`config.mk`:
```
export PLATFORM = sky130hd
export DESIGN_NAME = capture_compare_channel
export DESIGN_NICKNAME = d
export VERILOG_FILES = /design/src/rtl/capture_compare_channel.sv
export SDC_FILE = /design/constraint.sdc
export NUM_CORES = 1
export LEC_CHECK = 0
export ABC_AREA = 1
export BUFFER_PORTS_ARGS = -buffer_cell sky130_fd_sc_hd__buf_2
export CORE_ASPECT_RATIO = 0.7
export CORE_MARGIN = 5
export CORE_UTILIZATION = 54
export CTS_CLUSTER_SIZE = 28
export DETAILED_ROUTE_END_ITERATION = 10
export PLACE_DENSITY = 0.84
export REMOVE_ABC_BUFFERS = 1
export SLEW_MARGIN = 30
export SYNTH_ARGS = -nofsm -noshare
export SYNTH_HDL_FRONTEND = slang
export SYNTH_SLANG_ARGS = --single-unit
```
`constraint.sdc`:
```
create_clock -name clk_i -period 4.68 [get_ports clk_i]
set_input_delay 0.702 -clock clk_i [delete_from_list [all_inputs] [get_ports clk_i]]
set_output_delay 0.702 -clock clk_i [all_outputs]
set_load 0.01 [all_outputs]
```
`src/rtl/capture_compare_channel.sv`:
```
// One capture/compare channel of the general-purpose timer. In compare mode it drives a
// match flag and a PWM/compare output. In capture mode it latches the counter on filtered input edges.
module capture_compare_channel #(
    parameter int CNT_WIDTH = 32,
    parameter int FLT_WIDTH = 4
) (
    input  logic                 clk_i,
    input  logic                 aresetn_i,
    input  logic [CNT_WIDTH-1:0] cnt_i,
    input  logic                 dir_i,
    input  logic                 uev_i,
    input  logic                 cce_i,
    input  logic [1:0]           ccs_i,
    input  logic [2:0]           ocm_i,
    input  logic                 ocpe_i,
    input  logic                 ccp_i,
    input  logic [CNT_WIDTH-1:0] ccr_i,
    input  logic [FLT_WIDTH-1:0] icf_i,
    input  logic [1:0]           icpsc_i,
    input  logic                 ti_i,
    input  logic                 ccg_i,
    input  logic                 ccif_clr_i,
    input  logic                 ccof_clr_i,
    output logic [CNT_WIDTH-1:0] ccr_o,
    output logic                 ccif_o,
    output logic                 ccof_o,
    output logic                 oc_o
);

    typedef enum logic [1:0] {
        MODE_DIS = 2'd0,
        MODE_CMP = 2'd1,
        MODE_CAP = 2'd2
    } mode_e;

    mode_e mode_q, mode_d;

    logic                 ti_meta_q, ti_sync_q;
    logic                 tf_q, tf_d;
    logic [FLT_WIDTH-1:0] flt_cnt_q, flt_cnt_d, flt_cnt_inc;
    logic [2:0]           psc_q, psc_d, psc_mask;
    logic                 match_q, ocref_q, ocref_d;
    logic                 leaving_cap, tf_edge, qualified;
    logic                 match, match_evt, pwm1, act;
    logic                 cap_evt, cmp_evt, ccr_load;

    // Mode register: software selection is re-evaluated every cycle.
    always_comb begin
        mode_d = MODE_DIS;
        if (cce_i && ccs_i == 2'b00) begin
            mode_d = MODE_CMP;
        end else if (cce_i && ccs_i == 2'b01) begin
            mode_d = MODE_CAP;
        end
    end

    assign leaving_cap = (mode_q == MODE_CAP) && (mode_d != MODE_CAP);

    // Filtered level follows the synchronized input only after icf_i consecutive differing cycles.
    assign flt_cnt_inc = flt_cnt_q + 1'b1;

    always_comb begin
        tf_d      = tf_q;
        flt_cnt_d = '0;
        if (ti_sync_q != tf_q) begin
            if (flt_cnt_inc >= icf_i) begin
                tf_d = ti_sync_q;
            end else begin
                flt_cnt_d = flt_cnt_inc;
            end
        end
        if (leaving_cap) begin
            flt_cnt_d = '0;
        end
    end

    // Edge is flagged in the cycle the filtered level changes, so capture sees that cycle's counter.
    assign tf_edge = (tf_d != tf_q) && (tf_d != ccp_i);

    always_comb begin
        case (icpsc_i)
            2'b00:   psc_mask = 3'b000;
            2'b01:   psc_mask = 3'b001;
            2'b10:   psc_mask = 3'b011;
            default: psc_mask = 3'b111;
        endcase
    end

    assign qualified = tf_edge && ((psc_q & psc_mask) == psc_mask);

    always_comb begin
        psc_d = psc_q;
        if (leaving_cap) begin
            psc_d = '0;
        end else if (mode_q == MODE_CAP && tf_edge) begin
            psc_d = psc_q + 3'd1;
        end
    end

    assign match     = (cnt_i == ccr_o);
    assign match_evt = match && !match_q;
    assign pwm1      = dir_i ? (cnt_i <= ccr_o) : (cnt_i < ccr_o);
    assign act       = match_evt || ccg_i;

    always_comb begin
        ocref_d = ocref_q;
        if (mode_q != MODE_CMP) begin
            ocref_d = 1'b0;
        end else begin
            case (ocm_i)
                3'b001:  if (act) ocref_d = 1'b1;
                3'b010:  if (act) ocref_d = 1'b0;
                3'b011:  if (act) ocref_d = ~ocref_q;
                3'b100:  ocref_d = 1'b0;
                3'b101:  ocref_d = 1'b1;
                3'b110:  ocref_d = pwm1;
                3'b111:  ocref_d = ~pwm1;
                default: ocref_d = ocref_q;
            endcase
        end
    end

    assign cap_evt  = (mode_q == MODE_CAP) && (qualified || ccg_i);
    assign cmp_evt  = (mode_q == MODE_CMP) && act;
    assign ccr_load = (mode_q == MODE_CMP) && (!ocpe_i || uev_i);

    always_ff @(posedge clk_i) begin
        if (!aresetn_i) begin
            mode_q    <= MODE_DIS;
            ti_meta_q <= 1'b0;
            ti_sync_q <= 1'b0;
            tf_q      <= 1'b0;
            flt_cnt_q <= '0;
            psc_q     <= '0;
            match_q   <= 1'b0;
            ocref_q   <= 1'b0;
            ccr_o     <= '0;
            ccif_o    <= 1'b0;
            ccof_o    <= 1'b0;
            oc_o      <= 1'b0;
        end else begin
            mode_q    <= mode_d;
            ti_meta_q <= ti_i;
            ti_sync_q <= ti_meta_q;
            tf_q      <= tf_d;
            flt_cnt_q <= flt_cnt_d;
            psc_q     <= psc_d;
            match_q   <= match;
            ocref_q   <= ocref_d;
            oc_o      <= (mode_q == MODE_CMP) ? (ocref_q ^ ccp_i) : 1'b0;

            if (cap_evt) begin
                ccr_o <= cnt_i;
            end else if (ccr_load) begin
                ccr_o <= ccr_i;
            end

            // A set in the same cycle as a clear wins.
            if (cap_evt || cmp_evt) begin
                ccif_o <= 1'b1;
            end else if (ccif_clr_i) begin
                ccif_o <= 1'b0;
            end

            if (cap_evt && ccif_o && !ccif_clr_i) begin
                ccof_o <= 1'b1;
            end else if (ccof_clr_i) begin
                ccof_o <= 1'b0;
            end
        end
    end

endmodule

```
## After elaboration in Yosys (flattened, before gate mapping)

Index checks and enable logic that the tools add are counted.

- Bits in registers: 49
- Output and inout port bits: 35
- Bits of input ports: 86
- Word-level logic and storage cells: 91

- Bitwise operators: 6
- Muxes and demuxes: 16
- $lt $le $gt $ge: 3
- Reduce and logical (&&, ||, !) cells: 30
- Equal/unequal tests: 22
- Add/sub/neg operators: 2

Operators by type and width:

| cell | count |
|---|---|
| 2-to-1 mux 32 bit | 2 |
| == test 32 bit | 1 |
| <= comparator 32 bit | 1 |
| < comparator 32 bit | 1 |
| == test 3 bit (second input constant) | 4 |
| logical AND 1 bit | 12 |
| 2-to-1 mux 1 bit | 10 |
| one-hot mux 3 bit (3 select lines) | 1 |
| != test 2 bit (second input constant) | 4 |
| one-hot mux 1 bit (7 select lines) | 1 |
| nonzero test 7 bit | 1 |
| == test 2 x 1 -> 1 bit (second input constant) | 3 |
| == test 3 x 2 -> 1 bit (second input constant) | 2 |
| nonzero test 2 bit | 3 |
| adder 4 x 1 -> 4 bit (second input constant) | 1 |
| == test 2 bit (second input constant) | 2 |
| greater-or-equal comparator 4 bit | 1 |
| zero test 2 bit | 2 |
| logical OR 1 bit | 4 |
| 2-to-1 mux 2 bit | 2 |
| NOT 1 bit | 4 |
| AND reduction 4 bit | 1 |
| OR reduction 2 bit | 2 |
| OR reduction 4 bit | 1 |
| 9 further kinds | 13 |

## Logic depth before layout (Yosys ltp)

- Depth after elaboration: 12
- Gate-level depth with buffers: 18

## Worst setup path after synthesis

OpenSTA, ideal clock, no wires.

- Kind: input to register
- From: input port icf_i[0]
- To: register ccr_o[21]
- Data arrival time: 1995 ps
- Path slack: 2574 ps
- Cell stages on the path: 13
- Data required time: 4568 ps
- Cells stage by stage: ha_1 inv_1 nand2_2 a21oi_2 o21ai_1 nand2_2 inv_2 nand3_2 nand3_2 buf_6 nor2_1 nor2_1 nor2_1

- Cells in the longest elaborated chain, start to end: 9
- Elaborated cells between the ends (all ways): 11
- Classes of those cells: order compare (1); eq/ne (2); mux (3); reduce/logical (5)

RTL lines:

| what | line | source |
|---|---|---|
| start: declaration | 18 | `input logic [FLT_WIDTH-1:0] icf_i,` |
| greater-or-equal comparator 4 bit (*) | 66 | `if (flt_cnt_inc >= icf_i) begin` |
| 2-to-1 mux 1 bit (*) | 66 |  |
| 2-to-1 mux 1 bit (*) | 65 | `if (ti_sync_q != tf_q) begin` |
| != test 1 bit | 78 | `assign tf_edge = (tf_d != tf_q) && (tf_d != ccp_i);` |
| logical AND 1 bit (*) | 78 |  |
| logical AND 1 bit (*) | 89 | `assign qualified = tf_edge && ((psc_q & psc_mask) == psc_mask);` |
| logical OR 1 bit (*) | 123 | `assign cap_evt = (mode_q == MODE_CAP) && (qualified \|\| ccg_i);` |
| logical AND 1 bit (*) | 123 |  |
| 2-to-1 mux 32 bit or nonzero test 2 bit (tied branches) | - |  |
| end signal: assignment | 153 | `ccr_o <= cnt_i;` |
| end signal: assignment | 155 | `ccr_o <= ccr_i;` |
| end: declaration | 24 | `output logic [CNT_WIDTH-1:0] ccr_o,` |

Mark *: on every way between the ends. The rest lies on a longest branch, timed or not.
A chain may end at the register's enable or synchronous reset.

## Worst setup path in the final report

- From: register flt_cnt_q[0]
- To: register ccr_o[26]

- Cells in the longest elaborated chain, start to end: 10
- Elaborated cells between the ends (all ways): 12
- Classes of those cells: add/sub (1); order compare (1); eq/ne (2); mux (3); reduce/logical (5)

RTL lines:

| what | line | source |
|---|---|---|
| start: declaration | 40 | `logic [FLT_WIDTH-1:0] flt_cnt_q, flt_cnt_d, flt_cnt_inc;` |
| start signal: assignment | 146 | `flt_cnt_q <= flt_cnt_d;` |
| adder 4 x 1 -> 4 bit (*) | 60 | `assign flt_cnt_inc = flt_cnt_q + 1'b1;` |
| net flt_cnt_inc[2] | 40 |  |
| greater-or-equal comparator 4 bit (*) | 66 |  |
| 2-to-1 mux 1 bit (*) | 66 |  |
| 2-to-1 mux 1 bit (*) | 65 |  |
| != test 1 bit | 78 |  |
| logical AND 1 bit (*) | 78 |  |
| logical AND 1 bit (*) | 89 |  |
| logical OR 1 bit (*) | 123 |  |
| logical AND 1 bit (*) | 123 |  |
| 2-to-1 mux 32 bit or nonzero test 2 bit (tied branches) | - |  |

Mark *: on every way through the listed nets, which the timed path passes. The rest lies on a longest branch.

==> results.toml <==
[sta]
fmax_ghz = 0.3552
max_slew_margin = 0.5260
tns_ps = 0
rsz0062_at_grt = "no"
setup_viol_count_final = 0
worst_pin_slew_ps = 710.1
skew_ps = 6.525
final.period_utilization = 0.6016
hold_viol_final = 0
slew_violations = 0
period_needed_ps = 2816

[floorplanning]
num_io_pins = 121
design.die.area_sq_um = 7767
die_x_um = 103.2
die_y_um = 75.25
initial_core_util = 0.5650
coreArea_sq_um = 5813
rows = 23

[yosys]
synth_compound_area_frac = 0.07010
yosys.area_share.simple = 0.3558
synth_seq_area_share = 0.2987
yosys_warnings = 0
ys_ff_latch = 49
synth_top_family_by_area = "simple AND/OR/NAND/NOR gates"
synth.distinct_cells = 30
synthesis.instances = 509
synthAdderAreaFrac = 0.1448
synth_area_sq_um = 3284
synth_mux_area_frac = 0
synth_xor_area_frac = 0.008000
synth.avg_cell_area_sq_um = 6.453

[route]
wl_per_cell_um = 12.02
vias = 3342
drt_wl_total_um = 8428
ant_nets = 0
drc = 0
first_iter_violations = 107
firstDrtPassIters = 4
viasPerCell = 4.767

[grt]
grt_antenna_before_repair = 0
grt_pass1_vias = 3141
grt_usage = 0.2194
grt_pass1_wl_um = 13520
grt_max_degree = 41
grt_overflow_total = 0

[clock_network]
numCtsBuffers = 5
cts_hold_buf = 0
cts.sinks = 49
clk-insertion-delay-late_ps = 290
cts_setup_buffers = 0
htreeDepth = 2
cts_tree = "yes"
clk_pin_slew_worst_paths_ps = 90
post_cts_resized = 0
clock_path_buffers = 2
root_buffer = "clkbuf_8"

[critical_path]
critPathLaunchType = "flip-flop"
cp.arrival_ps = 3050
cp-end-kind = "flip-flop"
critical_path_class = "reg2reg"
crit_path_max_fanout = 32
cp_data_required_time_ps = 4910

[placement]
routabilityCongestion = 0.8466
port_buffers = 120
dp_cells = 693
dpl.hpwl_um = 6676
place_area_sq_um = 3846

[job]
drv_cap = 0

[finish]
final_cell_mix = "158 x nand2_1, 120 x nor2_1, 120 x buf_2, 67 x inv_1, 49 x dfxtp_1"
area_delta_synth_final_pct = 19.62
final_cells = 701
nets = 749
final_common_cell = "nand2_1"
drive_above_1_share = 0.2236
antenna_cells = 0
design_area_sq_um = 3929

[power_and_ir_drop]
p_per_area_nw_per_um2 = 215.8
ir_worst_vdd_mv = 0.1536
leakagePower_nw = 2.160
fin_total_pwr_uw = 847.8

[hold_path]
min_path_type = "reg2reg"

[outcome]
outcome = "completed"
-- final timing paths --
check	start	end	slack, ps	cells past startpoint
worst min-delay path	ti_meta_q	ti_sync_q	430	2
worst max register to register	flt_cnt_q[0]	ccr_o[26]	1860	14
worst min register to register	ti_meta_q	ti_sync_q	430	2
worst max-delay path	flt_cnt_q[0]	ccr_o[26]	1860	14
-- layer usage --
metal  vias up  GRT usage  wire [um]  part of all wire
met5         -          0          0                 0
met4         0    0.04167         44            0.0052
met3         6    0.05093        826             0.098
met2       118     0.3845       3765              0.45
met1      1437     0.2798       3793              0.45
li1       1781          -          -                 -
-- cell usage after synthesis, drive strengths merged --
master	n	area, sq um
a21o	1	7.510
o21a	2	15.01
a211oi	2	20.02
xnor2	2	17.52
o31ai	1	7.510
ha	38	475.5
dlymetal6s2s	1	12.51
o21ai	10	50.05
a21oi	23	122.6
buf	8	90.09
nor2	120	450.4
nand3b	1	7.510
dlygate4sd1	2	17.52
inv	68	255.2
nor4	1	6.260
clkbuf	2	27.53
xor2	1	8.760
dfxtp	49	980.9
nand2	161	616.8
nand3	10	60.06
o21bai	1	7.510
or2	2	12.51
nor3	3	15.01
-- final cells by class --
type	count	area, sq um
multi-input combinational	379	1901
fill	554	1884
sequential	49	980.9
timing repair buffer	122	615.6
inverter	68	255.2
tap	75	93.84
clock buffer	6	72.57
clock inverter	2	10.01
-- logic make-up (layout without fill, tap and decap cells) --
family	Yosys count	after routing
and+or+nand+nor	298	298
buffers and inverters	81	198
DFF	49	49
AOI/OAI and AO/OA	40	40
adders and majority gates	38	38
xor gates and xnor gates	3	3
-- state kept, by name, indices dropped and copies added, names as in the netlist --
signal and flops:
ocref_q 1, flt_cnt_q 4, mode_q 2, ccr_o 32
ti_sync_q 1, psc_q 3, ti_meta_q 1, match_q 1
oc_o 1, tf_q 1, ccof_o 1, ccif_o 1
-- metrics by stage --
stage	hold WS (ps)	utilization	setup WS, ps
2_1_floorplan	390.0	-	2419
3_3_place_gp	393.1	0.6616	2009
3_5_place_dp	419.3	0.6616	1893
4_1_cts	434.6	0.6759	1913
5_1_grt	440.8	0.6759	1638
6_report	430.8	0.6759	1864
-- worst max-delay path, stage by stage, from the launching register on --
cell	delay, ps
dfxtp_1	410
ha_1	170
inv_1	40
or2_2	280
nand2_1	70
ha_1	220
nand2_1	70
o21ai_1	140
nand2_2	140
inv_2	60
nand3_2	90
nand3_2	550
nor2_1	320
nor2_1	80
nor2_1	90
-- power breakdown --
part	internal, mW	total (mW)	switching (mW)	leakage (nW)
sequential	0.428	0.434	0.00673	0.397
clock	0.104	0.246	0.141	0.0450
combinational	0.0743	0.168	0.0937	1.72
(Power assumes the default switching activity.)
